`src/rtl/serial_adder_pkg.sv`:
```
// Shared definitions for the bit-serial adder: FSM state encoding and default width.
package serial_adder_pkg;

    localparam int WIDTH_DEFAULT = 8;

    typedef enum logic [1:0] {
        ST_IDLE = 2'd0,
        ST_RUN  = 2'd1,
        ST_DONE = 2'd2
    } state_t;

endpackage

```
`src/rtl/serial_adder_full_adder.sv`:
```
// One-bit combinational full-adder cell; the single arithmetic element of the serial adder.
module full_adder (
    input  logic a,
    input  logic b,
    input  logic cin,
    output logic sum,
    output logic cout
);

    // Sum and carry of three one-bit inputs
    always_comb begin
        sum  = a ^ b ^ cin;
        cout = (a & b) | (a & cin) | (b & cin);
    end

endmodule

```
`src/rtl/serial_adder.sv`:
```
// Bit-serial WIDTH-bit adder: operands are shifted LSB-first through one full-adder
// cell with a registered carry; the parallel result is published with a done pulse.
module serial_adder
    import serial_adder_pkg::*;
#(
    parameter int WIDTH = WIDTH_DEFAULT
) (
    input  logic             clk,
    input  logic             rst_n,
    input  logic             start,
    input  logic [WIDTH-1:0] a,
    input  logic [WIDTH-1:0] b,
    input  logic             cin,
    output logic             busy,
    output logic             done,
    output logic [WIDTH-1:0] sum,
    output logic             cout
);

    localparam int CNT_W = $clog2(WIDTH);

    state_t           state;
    state_t           next_state;
    logic [WIDTH-1:0] a_sr;
    logic [WIDTH-1:0] b_sr;
    // Holds the WIDTH-1 most recent sum bits; the bit being produced this cycle
    // completes the word, so the register never needs to hold all WIDTH bits.
    logic [WIDTH-2:0] acc_sr;
    logic [WIDTH-1:0] acc_full;
    logic             carry_q;
    logic [CNT_W-1:0] cnt;
    logic             fa_sum;
    logic             fa_cout;
    logic             accept;
    logic             last_bit;

    assign accept   = start && (state != ST_RUN);
    assign last_bit = (state == ST_RUN) && (cnt == CNT_W'(WIDTH - 1));
    assign acc_full = {fa_sum, acc_sr};

    full_adder u_cell (
        .a    (a_sr[0]),
        .b    (b_sr[0]),
        .cin  (carry_q),
        .sum  (fa_sum),
        .cout (fa_cout)
    );

    // State register
    always_ff @(posedge clk or negedge rst_n) begin
        if (!rst_n) begin
            state <= ST_IDLE;
        end else begin
            state <= next_state;
        end
    end

    // Next-state logic; a start in DONE chains directly into the next run
    always_comb begin
        next_state = state;
        case (state)
            ST_IDLE: next_state = start ? ST_RUN : ST_IDLE;
            ST_RUN:  next_state = last_bit ? ST_DONE : ST_RUN;
            ST_DONE: next_state = start ? ST_RUN : ST_IDLE;
            default: next_state = ST_IDLE;
        endcase
    end

    // Status outputs decoded from the state register only
    always_comb begin
        busy = (state == ST_RUN);
        done = (state == ST_DONE);
    end

    // Operand capture, per-bit shifting, carry and bit counter
    always_ff @(posedge clk or negedge rst_n) begin
        if (!rst_n) begin
            a_sr    <= '0;
            b_sr    <= '0;
            acc_sr  <= '0;
            carry_q <= 1'b0;
            cnt     <= '0;
        end else if (accept) begin
            a_sr    <= a;
            b_sr    <= b;
            carry_q <= cin;
            cnt     <= '0;
        end else if (state == ST_RUN) begin
            a_sr    <= {1'b0, a_sr[WIDTH-1:1]};
            b_sr    <= {1'b0, b_sr[WIDTH-1:1]};
            acc_sr  <= acc_full[WIDTH-1:1];
            carry_q <= fa_cout;
            cnt     <= cnt + CNT_W'(1);
        end
    end

    // Result register; updated only on the edge that enters DONE
    always_ff @(posedge clk or negedge rst_n) begin
        if (!rst_n) begin
            sum  <= '0;
            cout <= 1'b0;
        end else if (last_bit) begin
            sum  <= acc_full;
            cout <= fa_cout;
        end
    end

endmodule
```
`config.mk`:
```
export PLATFORM = sky130hd
export DESIGN_NAME = serial_adder
export DESIGN_NICKNAME = d
export VERILOG_FILES = /design/src/rtl/serial_adder_pkg.sv /design/src/rtl/serial_adder_full_adder.sv /design/src/rtl/serial_adder.sv
export SDC_FILE = /design/constraint.sdc
export NUM_CORES = 1
export LEC_CHECK = 0
export ABC_CLOCK_PERIOD_IN_PS = 3000
export BUFFER_PORTS_ARGS = -buffer_cell sky130_fd_sc_hd__buf_2
export CORE_MARGIN = 5
export CORE_UTILIZATION = 40
export DETAILED_ROUTE_END_ITERATION = 10
export GPL_TIMING_DRIVEN = 1
export PLACE_DENSITY_LB_ADDON = 0.12
export SLEW_MARGIN = 20
export SYNTH_ARGS = -nofsm -noshare
export SYNTH_HDL_FRONTEND = slang
export SYNTH_SLANG_ARGS = --single-unit
```
`constraint.sdc`:
```
create_clock -name clk -period 3 [get_ports clk]
set_input_delay 0.75 -clock clk [delete_from_list [all_inputs] [get_ports clk]]
set_output_delay 0.75 -clock clk [all_outputs]
set_load 0.005 [all_outputs]
```
Word-level counts from Yosys, hierarchy flattened
Cells that the tools add are included.

storage, ports and cells
  flip-flop bits (word level) = 38
  input port bits = 20
  output and inout port bits = 11
  word-level logic and storage cells = 38

operators by class
  $add $sub $neg = 1
  equality and inequality tests = 4
  mux-type cells = 11
  bitwise gates (word level) = 8
  reduce and logical (&&, ||, !) cells = 6

operators with widths
  kind                   number
  $mux W8                4
  $mux W3                2
  $pmux W2 S2            1
  $add A3 B1 Y3 const B  1
  $and A1 B1 Y1          3
  $eq A3 B3 Y1 const B   1
  $mux W1                3
  $eq A2 B1 Y1 const B   1
  $eq A2 B2 Y1 const B   1
  $logic_and A1 B1 Y1    2
  $logic_not A2 Y1       1
  $mux W2                1
  $ne A2 B1 Y1 const B   1
  $or A1 B1 Y1           2
  $reduce_and A2 Y1      1
  $reduce_bool A2 Y1     1
  $reduce_or A2 Y1       1
  $xor A1 B1 Y1          2
  $not A1 Y1             1

Depth between registers and ports, before layout
  depth in word-level cells = 5
  depth in mapped cells = 5
  gate-level depth less buffers = 4

By module
Synthesis repeated with hierarchy kept, for this count alone.

unflattened totals
  cells, all modules = 110
  area, all modules = 1820.5 sq um

modules (own cells, without submodules)
  module        times used  cells each  area an instance (sq um)  seq. area each (sq um)
  serial_adder  1           109         1800.5                    950.9
  full_adder    1           1           20.0                      0.0

Least setup slack after synthesis
No wires, ideal clock.

  path type = input-to-reg
  start = input port start
  end = register a_sr[0]
  setup time = 0.125 ns
  arrival = 1.435 ns
  data required time = 2.875 ns
  slack = 1.440 ns
  stages on the path = 3
  path buffers = 1
  cells stage by stage = buf_6 > mux2_4 > mux2_4

on the way
  longest elaborated chain between the ends = 2
  elaborated cells on any way between the ends = 3
  classes of those cells = mux (1); reduce/logical (2)

RTL lines
  item                                           line                RTL
  start, declared                                serial_adder.sv:10  input logic start,
  $logic_and A1 B1 Y1 (*)                        serial_adder.sv:37  assign accept = start && (state != ST_RUN);
  $mux W8 or $reduce_bool A2 Y1 (tied branches)  -
  end signal, assigned                           serial_adder.sv:89  a_sr <= {1'b0, a_sr[WIDTH-1:1]};
  end, declared                                  serial_adder.sv:24  logic [WIDTH-1:0] a_sr;

Every way passes the cells marked *; elsewhere a longest branch is shown, timed or not.
A chain may end at the register's enable or synchronous reset.

Final worst setup path
  start = register state[1]
  end = output port busy

on the way
  longest elaborated chain between the ends = 1

RTL lines
  item                    line                RTL
  start, declared         serial_adder.sv:22  state_t state;
  start signal, assigned  serial_adder.sv:54  state <= next_state;
  $eq A2 B1 Y1            serial_adder.sv:71  busy = (state == ST_RUN);
  end, declared           serial_adder.sv:14  output logic busy,

Every way passes these cells.

==> results.ini <==
[run_status]
status=finished clean

[timing]
slew_headroom_pct=43.9
post-route-min-period_ns=1.89
min_period_over_period_pct=63.0
final_hold_viol_count=0
tightestPinTransition_ns=0.841
setup_viol=0
rsz0062_at_grt=false
max_freq_mhz=529
finalMaxSlewViolations=0
skew_ns=0.00373
setup_ws_ns=1.11
finalSetupTns_ns=0

[synthesis]
synth_area_um2=1820
synthesis.nets=133
synth_cell_types=13
syn_avg_cell_area_um2=16.5
ys_seq_elements=38
synth_compound_area_share_pct=0
syn_inst=110
ys_seq_area_share_pct=52.2
synthSimpleGateAreaFrac_pct=2.75
synthMuxAreaShare_pct=38.8
synth-xor-area-share_pct=0
synth_adder_area_share_pct=2.47
synth_top_family_by_area=multiplexers
yosys_warnings=0

[drt]
vias_per_cell=4.99
detail_route.iter0.violations=34
wire_per_inst_um=15.9
vias=974
drtPass1Iterations=4
totalWireLength_mm=3.10
ant_nets=0
route.detailed.drc=0

[cells_and_area]
fillCellCount=406
final-seq-area_um2=951
fin_util_pct=47.4
multi_input_area_um2=801
drive_gt1_share_pct=61.5
instances_no_fill=195
antenna_cells=0
areaGrowthSynthToFinish_pct=14.1
mostFrequentLayoutCells=dfrtp_1 (38), mux2_4 (33), buf_2 (30), mux2_2 (16), clkbuf_8 (6)
nNetsFinal=165
final_common_cell=dfrtp_1

[global_routing]
track_usage_pct=11.6
antenna_found_initial=0
grt_pass1_vias=1127
grt_start_max_net_pins=39
grt_pass1_wl_mm=5.48
overflow=0

[place]
dp.final_hpwl_mm=2.11
gp_congestion=0.691
post-place-cells=187
port_buffers=30
dp_slack_ns=0.978

[die]
die_w_um=77.5
boundaryPins=31
rows=24
die_h_um=77.5
initial_core_util_pct=41.5
core_um2=4380
dieArea_um2=6000

[clock_network]
root_buffer=clkbuf_8
clock_latency_ns=0.29
cts_setup_buffers=0
ctsResizeCount=0
cts.sinks=38
path_clk_slew_ns=0.07
clk_path_buf_depth=2
htreeDepth=2
cts_hold_buf=0
numCtsBuffers=5
tritoncts=built

[worst_setup_path]
cp_cell_sequence=nand2b_1 -> inv_1 -> buf_2
slowest_stage=dfrtp_1
cpPeakStageDelay_ns=0.40
crit_type=register to output pin
worst_ep_arrival_time_ns=1.14
required_ns=2.25
start_kind=register
endpoint_kind=output pin
cp_max_fo=4

[pwr]
total_power_mw=2.09
vdd_drop_max_mv=0.427
leakage_nw=1.04
powerDensity_nw_per_um2=1010

[worst_hold_path]
hp-class=register to register

[job]
cap_violations=0

[state kept, by name (all words and copies together) (netlist names)]
name	cells
cout	1
cnt	3
acc_sr	7
a_sr	8
sum	8
b_sr	8
state	2
carry_q	1
[synth_stat cells]
library cell  count  share of area, %
mux2_4           33                27
buf_6             5               3.1
nand3b_1          1              0.41
ha_1              2               1.4
mux2_2           16               9.9
mux2i_1           3               1.6
nor2b_1           3               1.0
nor2_1            3              0.62
inv_1             2              0.41
buf_2             1              0.27
dfrtp_1          38                52
nand2b_1          2              0.69
fa_1              1               1.1
[final timing paths]
kind	start	cells after the start	slack (ns)	to
setup / recovery	state[1]	3	1.11	busy
hold / removal	cnt[0]	1	0.49	cnt[0]
setup reg to reg	cnt[0]	4	1.28	sum[0]
hold reg to reg	cnt[0]	1	0.49	cnt[0]
max in group asynchronous	rst_n	1	1.91	cnt[1]
min in group asynchronous	rst_n	1	0.56	a_sr[5]
[cell type report]
cell class / instances / share of cell area (%)
clock buffer: 6 / 3.98
inverter: 2 / 0.361
tap: 52 / 3.13
sequential: 38 / 45.8
multi-input combinational: 64 / 38.6
timing repair buffer: 31 / 7.59
clock inverter: 2 / 0.602
[stage by stage]
stage | hold slack, ns | cell area (µm²)
final | 0.491 | 2080
after global routing | 0.529 | 2080
after CTS | 0.496 | 2080
after detailed placement | 0.487 | 1980
after global placement | 0.475 | 1980
after floorplan | 0.453 | 1820
[layer usage]
layer	wire length [µm]	vias to the layer above	GRT usage [%]	share of wire, %
met2	1530	24	18.1	49
met1	1360	500	14.4	44
met3	154	7	4.28	5.0
li1	-	443	-	-
met5	0	-	0	0
met4	59	0	5.15	1.9
[kinds of logic after synthesis]
logic type / Yosys count
muxes: 52
DFF: 38
and+or+nand+nor: 9
buffers and inverters: 8
adders and majority gates: 3
[worst max-delay path: cells and delay by family, from the launching register on]
family | cells | cell delay [ns]
flops | 1 | 0.40
buf+inv | 2 | 0.29
simple gates | 1 | 0.16
[where the power goes]
part	internal (mW)	leakage (nW)	switching [mW]	total, mW
logic	0.548	0.522	0.286	0.835
clock network	0.185	0.0472	0.180	0.365
registers	0.751	0.474	0.142	0.893
total	1.48	1.04	0.608	2.09
(Power assumes the default switching activity.)
